==> src/rtl/noc_pkg.sv <==
// Shared NoC flit definitions: flit width, header/tail encodings, port count,
// route state encoding and small flit-classification helpers.
package noc_pkg;

    localparam int               FLIT_W    = 8;
    localparam int               NUM_PORTS = 4;
    localparam logic [5:0]       HDR_TAG   = 6'b101111;
    localparam logic [7:0]       TAIL_FLIT = 8'hFF;

    // The NI builds its header as HEADER | dest and ends packets with TAILER.
    localparam logic [FLIT_W-1:0] HEADER = {HDR_TAG, 2'b00};
    localparam logic [FLIT_W-1:0] TAILER = TAIL_FLIT;

    typedef enum logic {
        ST_IDLE = 1'b0,
        ST_FWD  = 1'b1
    } route_state_e;

    function automatic logic is_hdr(input logic [FLIT_W-1:0] f);
        return (f[FLIT_W-1:2] == HDR_TAG);
    endfunction

    function automatic logic is_tail(input logic [FLIT_W-1:0] f);
        return (f == TAIL_FLIT);
    endfunction

    function automatic logic [NUM_PORTS-1:0] port_onehot(input logic [1:0] p);
        return 4'b0001 << p;
    endfunction

endpackage

==> src/rtl/noc_flit_router_if.sv <==
// Flit handshake bundle between the NI-side source, the router and its four
// output ports (shared flit bus, one-hot per-port valid/ready).
interface noc_flit_router_if;
    import noc_pkg::*;

    logic [FLIT_W-1:0]    in_flit;
    logic                 in_valid;
    logic                 in_ready;
    logic [FLIT_W-1:0]    out_flit;
    logic [NUM_PORTS-1:0] out_valid;
    logic [NUM_PORTS-1:0] out_ready;

    modport slave (
        input  in_flit,
        input  in_valid,
        input  out_ready,
        output in_ready,
        output out_flit,
        output out_valid
    );

    modport master (
        output in_flit,
        output in_valid,
        output out_ready,
        input  in_ready,
        input  out_flit,
        input  out_valid
    );

endinterface

==> src/rtl/noc_flit_fifo.sv <==
// Synchronous flit FIFO; an extra pointer bit separates full from empty.
// Head is read straight from storage so a pushed flit shows up next cycle.
module noc_flit_fifo
    import noc_pkg::*;
#(
    parameter int DEPTH = 4,
    parameter int WIDTH = FLIT_W
) (
    input  logic             clk,
    input  logic             rst_n,
    input  logic             push_i,
    input  logic             pop_i,
    input  logic [WIDTH-1:0] data_i,
    output logic             full_o,
    output logic             empty_o,
    output logic [WIDTH-1:0] head_o
);

    localparam int AW = $clog2(DEPTH);
    localparam int PW = AW + 1;

    logic [PW-1:0]    wr_q, wr_d;
    logic [PW-1:0]    rd_q, rd_d;
    logic [WIDTH-1:0] mem_q [DEPTH];
    logic             do_push_s;
    logic             do_pop_s;

    assign full_o    = (wr_q[AW] != rd_q[AW]) && (wr_q[AW-1:0] == rd_q[AW-1:0]);
    assign empty_o   = (wr_q == rd_q);
    assign head_o    = mem_q[rd_q[AW-1:0]];
    assign do_push_s = push_i && !full_o;
    assign do_pop_s  = pop_i && !empty_o;

    // Next-state pointers
    always_comb begin
        wr_d = wr_q;
        rd_d = rd_q;
        if (do_push_s) begin
            wr_d = wr_q + PW'(1);
        end else begin
            wr_d = wr_q;
        end
        if (do_pop_s) begin
            rd_d = rd_q + PW'(1);
        end else begin
            rd_d = rd_q;
        end
    end

    // Pointer registers with synchronous reset
    always_ff @(posedge clk) begin
        if (!rst_n) begin
            wr_q <= '0;
            rd_q <= '0;
        end else begin
            wr_q <= wr_d;
            rd_q <= rd_d;
        end
    end

    // Flit storage write port
    always_ff @(posedge clk) begin
        if (do_push_s) begin
            mem_q[wr_q[AW-1:0]] <= data_i;
        end
    end

endmodule

==> src/rtl/noc_flit_router.sv <==
// One-input, four-output flit router: buffers flits, locks a route on a header
// until the tail passes, drops stray flits and flags over-length packets.
module noc_flit_router
    import noc_pkg::*;
#(
    parameter int DEPTH     = 4,
    parameter int MAX_FLITS = 6
) (
    input  logic                    clk,
    input  logic                    rst_n,
    noc_flit_router_if.slave        bus,
    output logic                    busy,
    output logic [7:0]              drop_cnt,
    output logic                    len_err
);

    localparam int CNT_W = $clog2(MAX_FLITS + 1);

    route_state_e         state_q, state_d;
    logic [1:0]           dest_q, dest_d;
    logic [CNT_W-1:0]     cnt_q, cnt_d;
    logic [7:0]           drop_q, drop_d;
    logic                 len_q, len_d;

    logic                 full_s;
    logic                 empty_s;
    logic [FLIT_W-1:0]    head_s;
    logic                 pop_s;
    logic [NUM_PORTS-1:0] out_valid_s;

    noc_flit_fifo #(
        .DEPTH (DEPTH),
        .WIDTH (FLIT_W)
    ) u_fifo (
        .clk     (clk),
        .rst_n   (rst_n),
        .push_i  (bus.in_valid),
        .pop_i   (pop_s),
        .data_i  (bus.in_flit),
        .full_o  (full_s),
        .empty_o (empty_s),
        .head_o  (head_s)
    );

    assign bus.in_ready  = !full_s;
    assign bus.out_flit  = head_s;
    assign bus.out_valid = out_valid_s;
    assign busy          = (state_q == ST_FWD);
    assign drop_cnt      = drop_q;
    assign len_err       = len_q;

    // Route decision for the flit at the FIFO head
    always_comb begin
        state_d     = state_q;
        dest_d      = dest_q;
        cnt_d       = cnt_q;
        drop_d      = drop_q;
        len_d       = len_q;
        pop_s       = 1'b0;
        out_valid_s = '0;
        if (!empty_s) begin
            case (state_q)
                ST_IDLE: begin
                    if (is_hdr(head_s)) begin
                        out_valid_s = port_onehot(head_s[1:0]);
                        if (bus.out_ready[head_s[1:0]]) begin
                            pop_s   = 1'b1;
                            dest_d  = head_s[1:0];
                            cnt_d   = CNT_W'(1);
                            state_d = ST_FWD;
                        end else begin
                            pop_s   = 1'b0;
                        end
                    end else begin
                        // Stray flit outside a packet: discard and count it
                        pop_s = 1'b1;
                        if (drop_q != 8'hFF) begin
                            drop_d = drop_q + 8'd1;
                        end else begin
                            drop_d = drop_q;
                        end
                    end
                end
                ST_FWD: begin
                    out_valid_s = port_onehot(dest_q);
                    if (bus.out_ready[dest_q]) begin
                        pop_s = 1'b1;
                        cnt_d = cnt_q + CNT_W'(1);
                        if (is_tail(head_s)) begin
                            state_d = ST_IDLE;
                        end else if ((cnt_q + CNT_W'(1)) == CNT_W'(MAX_FLITS)) begin
                            len_d   = 1'b1;
                            state_d = ST_IDLE;
                        end else begin
                            state_d = ST_FWD;
                        end
                    end else begin
                        pop_s = 1'b0;
                    end
                end
                default: begin
                    state_d = ST_IDLE;
                end
            endcase
        end else begin
            pop_s = 1'b0;
        end
    end

    // Route state registers with synchronous reset
    always_ff @(posedge clk) begin
        if (!rst_n) begin
            state_q <= ST_IDLE;
            dest_q  <= 2'd0;
            cnt_q   <= '0;
            drop_q  <= 8'd0;
            len_q   <= 1'b0;
        end else begin
            state_q <= state_d;
            dest_q  <= dest_d;
            cnt_q   <= cnt_d;
            drop_q  <= drop_d;
            len_q   <= len_d;
        end
    end

endmodule

==> src/flat_wrapper.sv <==
// flat-port wrapper written by rule: the top's interface ports become plain ports
module noc_flit_router_flat import noc_pkg::*;
#(
    parameter int DEPTH     = 4,
    parameter int MAX_FLITS = 6
)
  (clk, rst_n, busy, drop_cnt, len_err, bus_in_flit, bus_in_valid, bus_out_ready, bus_in_ready, bus_out_flit, bus_out_valid);
  noc_flit_router_if bus_i ();
  input  logic clk;
  input  logic rst_n;
  output logic busy;
  output logic [7:0] drop_cnt;
  output logic len_err;
  input wire logic [$bits(bus_i.in_flit)-1:0] bus_in_flit;
  input wire logic [$bits(bus_i.in_valid)-1:0] bus_in_valid;
  input wire logic [$bits(bus_i.out_ready)-1:0] bus_out_ready;
  output wire logic [$bits(bus_i.in_ready)-1:0] bus_in_ready;
  output wire logic [$bits(bus_i.out_flit)-1:0] bus_out_flit;
  output wire logic [$bits(bus_i.out_valid)-1:0] bus_out_valid;
  assign bus_i.in_flit = bus_in_flit;
  assign bus_i.in_valid = bus_in_valid;
  assign bus_i.out_ready = bus_out_ready;
  assign bus_in_ready = bus_i.in_ready;
  assign bus_out_flit = bus_i.out_flit;
  assign bus_out_valid = bus_i.out_valid;
  noc_flit_router #(.DEPTH(DEPTH), .MAX_FLITS(MAX_FLITS)) u_core (.clk(clk), .rst_n(rst_n), .bus(bus_i), .busy(busy), .drop_cnt(drop_cnt), .len_err(len_err));
endmodule
==> config.mk <==
export PLATFORM = sky130hd
export DESIGN_NAME = noc_flit_router_flat
export DESIGN_NICKNAME = d
export VERILOG_FILES = /design/src/rtl/noc_pkg.sv /design/src/rtl/noc_flit_router_if.sv /design/src/rtl/noc_flit_fifo.sv /design/src/rtl/noc_flit_router.sv /design/src/flat_wrapper.sv
export SDC_FILE = /design/constraint.sdc
export NUM_CORES = 1
export LEC_CHECK = 0
export CORE_MARGIN = 1.5
export CORE_UTILIZATION = 30
export CTS_CLUSTER_SIZE = 40
export DETAILED_ROUTE_END_ITERATION = 10
export HOLD_SLACK_MARGIN = 0.1
export PLACE_DENSITY = 0.61
export SYNTH_ARGS = -nofsm -noshare
export SYNTH_HDL_FRONTEND = slang
export SYNTH_SLANG_ARGS = --single-unit
export TNS_END_PERCENT = 100
==> constraint.sdc <==
create_clock -name clk -period 3.6 [get_ports clk]
set_input_delay 0.36 -clock clk [delete_from_list [all_inputs] [get_ports clk]]
set_output_delay 0.36 -clock clk [all_outputs]
set_load 0.1 [all_outputs]
==> summary.md <==
| Metric | Value |
|---|---|
| Final WS setup | `417 ps` |
| Distinct cells, synth | `50` |
| First-pass GRT wire length | `~8600 um` |
| Comb power frac | `roughly half` |
| Initial core utilization | `a little under a third` |
| Sink Count | `55` |
| RSZ-0062 raised after global routing | `no` |
| Most frequent cells in the layout | `edfxtp_1 (32), clkdlybuf4s50_1 (26), dfxtp_1 (23)` |
| DIE AREA | `0.00951 sq mm` |
| #FFs+latches synth | `55` |
| Post_cts resized | `0` |
| # nets final | `270` |
| Area Growth Syn to Fin | `21.2%` |
| Antenna viol nets, final | `0` |
| Post-DP HPWL | `roughly 3700 um` |
| Largest family of logic cells by synthesized area | `simple AND/OR/NAND/NOR gates` |
| Syn Nets | `around 230` |
| Tightest Hold Check Type | `register to register` |
| CTS clock-pin slew for the worst setup and hold paths | `roughly 100 ps` |
| Cts hold-fix bufs | `0` |
| Internal power | `1.19 mW` |
| Async S/R FF share, synth | `0%` |
| Fin. max-slew vios | `0` |
| Leak | `1.12 nW` |
| # DRC | `0` |
| Post-Synth Adder-Cell Area | `under 10%` |
| Drt pass-1 iters | `4` |
| Core Footprint | `~0.0087 sq mm` |
| Vias in the first global route | `between 1500 and 2000` |
| Routability cong. | `around 0.78` |
| Maximum vdd drop | `0.197 mV` |
| CTS max path bufs | `2` |
| DR WL/cell | `between 10 and 15 um` |
| Synth Flop Type | `edfxtp_1` |
| Vias per cell | `slightly below 5` |
| Post-synthesis cell area | `between 0.002 and 0.003 sq mm` |
| Die height | `97.5 um` |
| PwrDens | `698 mW/mm^2` |
| Yosys top cell area share | `35.9%` |
| Sw frac | `a little under half` |
| Fin. Hold Viols | `0` |
| Slew margin rel. | `between 30% and 40%` |
| Setup bufs post-CTS | `0` |
| Startpoint types | `register` |
| Fin Clk Skew | `6.43 ps` |
| Xor-xnor portion of the synthesized cell area | `approximately 2.6%` |
| Sw Pwr | `roughly 1.1 mW` |
| Reg2Reg Setup Slack | `roughly 1200 ps` |
| Cell taking the most area after synthesis | `edfxtp_1` |
| DP Worst Slack | `around 730 ps` |
| Required @ worst endpoint | `around 3200 ps` |
| CTS Buf Count | `5` |
| Commonest non-fill, non-tap cell in the layout | `edfxtp_1` |
| Crit Path Max Fanout | `17` |
| Die W | `around 100 um` |
| Ys Warns | `0` |
| Hold WS | `slightly below 500 ps` |
| Critical path type | `register to primary output` |
| Multiplexer share of the synthesized area | `12.8%` |
| Max Cap Viol | `0` |
| Fillers | `853` |
| Grt ovf | `0` |
| CTS H-tree depth | `2` |
| Register area share after synthesis | `a little over half` |
| Fin crit share | `88.4%` |
| Power share of the clock group | `15.7%` |
| Simple-gate portion of the synthesized area | `between 10% and 20%` |
| Mapped Cells | `between 200 and 250` |
| Final setup vio count | `0` |
| Post-Syn Area per Cell | `~13 sq um` |
| Fmax | `approximately 310 MHz` |
| Clock root cell | `clkbuf_8` |
| Worst slew pin tran | `just under 1000 ps` |
| Port Buf Inserts | `37` |
| All-Layer GR Usage | `between 10% and 20%` |
| CP Data Arrival Time | `2820 ps` |
| Io pins | `38` |
| Initial antenna violation count | `0` |
| CTS tree | `yes` |
| Min Tclk post-route | `3180 ps` |
| DRT iter0 DRCs | `87` |
| Status | `completed` |
| Routed wire length | `5120 um` |
| # diodes | `0` |
| Post-layout util | `37.4%` |
| Number of synthesized flops with an enable pin | `32` |
| Endpoint type of the worst setup path | `primary output` |
| Tot Pwr | `2.26 mW` |
| Largest net degree at the start of global routing | `23` |
| Synth Area in Compound Gates | `between 8 and 9%` |
| Area contributors post-synth | `edfxtp_1 (36%), dfxtp_1 (17%), mux4_2 (4.2%)` |
| Latest clock arrival within the worst-skew pair | `between 300 and 400 ps` |
| Reg power frac | `35.4%` |
| Proportion of layout cells with a drive suffix above 1 | `~16%` |
| Cell row count | `34` |
| DR vias | `~1800` |
[per-stage QoR]
step / area [sq um] / TNS, ps / instances
after floorplan: 2690 / -21.3 / 211
after global placement: 3150 / 0 / 348
after detailed placement: 3150 / 0 / 348
after CTS: 3250 / 0 / 356
after global routing: 3250 / 0 / 356
final: 3250 / 0 / 356
[cell usage after synthesis (all sizes together) (2+ instances only)]
cell type / n
o41ai: 2
o21ai: 6
inv: 6
o31ai: 2
nand2: 15
xnor2: 4
mux4: 9
xor2: 4
and2: 4
nand3: 11
nand4: 3
or3: 3
nor2: 8
nand2b: 10
edfxtp: 32
nand3b: 2
clkbuf: 5
a21oi: 11
dfxtp: 23
o311ai: 3
mux2i: 11
nor3: 4
ha: 8
buf: 4
a31oi: 3
nor4: 4
[cell families after synthesis]
logic type               count (synthesis)
AO/OA/AOI/OAI                           32
XOR/XNOR                                 8
adder cells (fa/ha/maj)                  8
buffers and inverters                   16
flip-flops                              55
multiplexers                            21
AND/OR/NAND/NOR                         71
[registers in the layout, indices dropped and copies added, names as in the netlist, named ones only]
name	cells
u_core.cnt_q	3
u_core.u_fifo.rd_q	3
u_core.u_fifo.wr_q	3
u_core.dest_q	2
u_core.busy	1
u_core.drop_cnt	8
u_core.u_fifo.mem_q	32
u_core.len_err	1
[power groups by stage]
stage / Clock, mW / Combinational (mW) / Sequential (mW)
after floorplan: 0 / 0.866 / 0.850
after global placement: 0 / 1.10 / 0.817
after detailed placement: 0 / 1.11 / 0.819
after CTS: 0.371 / 1.11 / 0.805
after global routing: 0.400 / 1.17 / 0.816
final: 0.356 / 1.11 / 0.802
[worst paths after layout]
path,startpoint,end,cells after the start
worst min register to register,u_core.u_fifo.rd_q[2],u_core.u_fifo.rd_q[2],2
worst max-delay path,register,bus_out_valid[3],5
worst min-delay path,u_core.u_fifo.rd_q[2],u_core.u_fifo.rd_q[2],2
worst max register to register,register,u_core.u_fifo.rd_q[2],4
[critical path, cell delays in order, from the launching register on]
cell	delay, ps
dfxtp_1	640
mux4_2	640
nor3_4	620
nand4_1	200
a21oi_2	220
buf_12	190
[layout make-up]
class / count / area (sq um) / area share [%]
inverter: 7 / 26.3 / 0.809
tap: 108 / 135 / 4.16
clock buffer: 5 / 68.8 / 2.12
sequential: 55 / 1420 / 43.8
clock inverter: 3 / 27.5 / 0.848
multi-input combinational: 140 / 1190 / 36.7
timing repair buffer: 38 / 375 / 11.6
[routing by layer]
| metal | vias to the layer above | routed length, um | track usage, % |
|---|---|---|---|
| met5 | - | 0 | 0 |
| met1 | 835 | 2450 | 15.8 |
| met2 | 40 | 2400 | 17.4 |
| met3 | 5 | 182 | 1.58 |
| li1 | 872 | - | - |
| met4 | 0 | 82 | 4.62 |
Note: power is estimated with default switching activity, not from simulation.
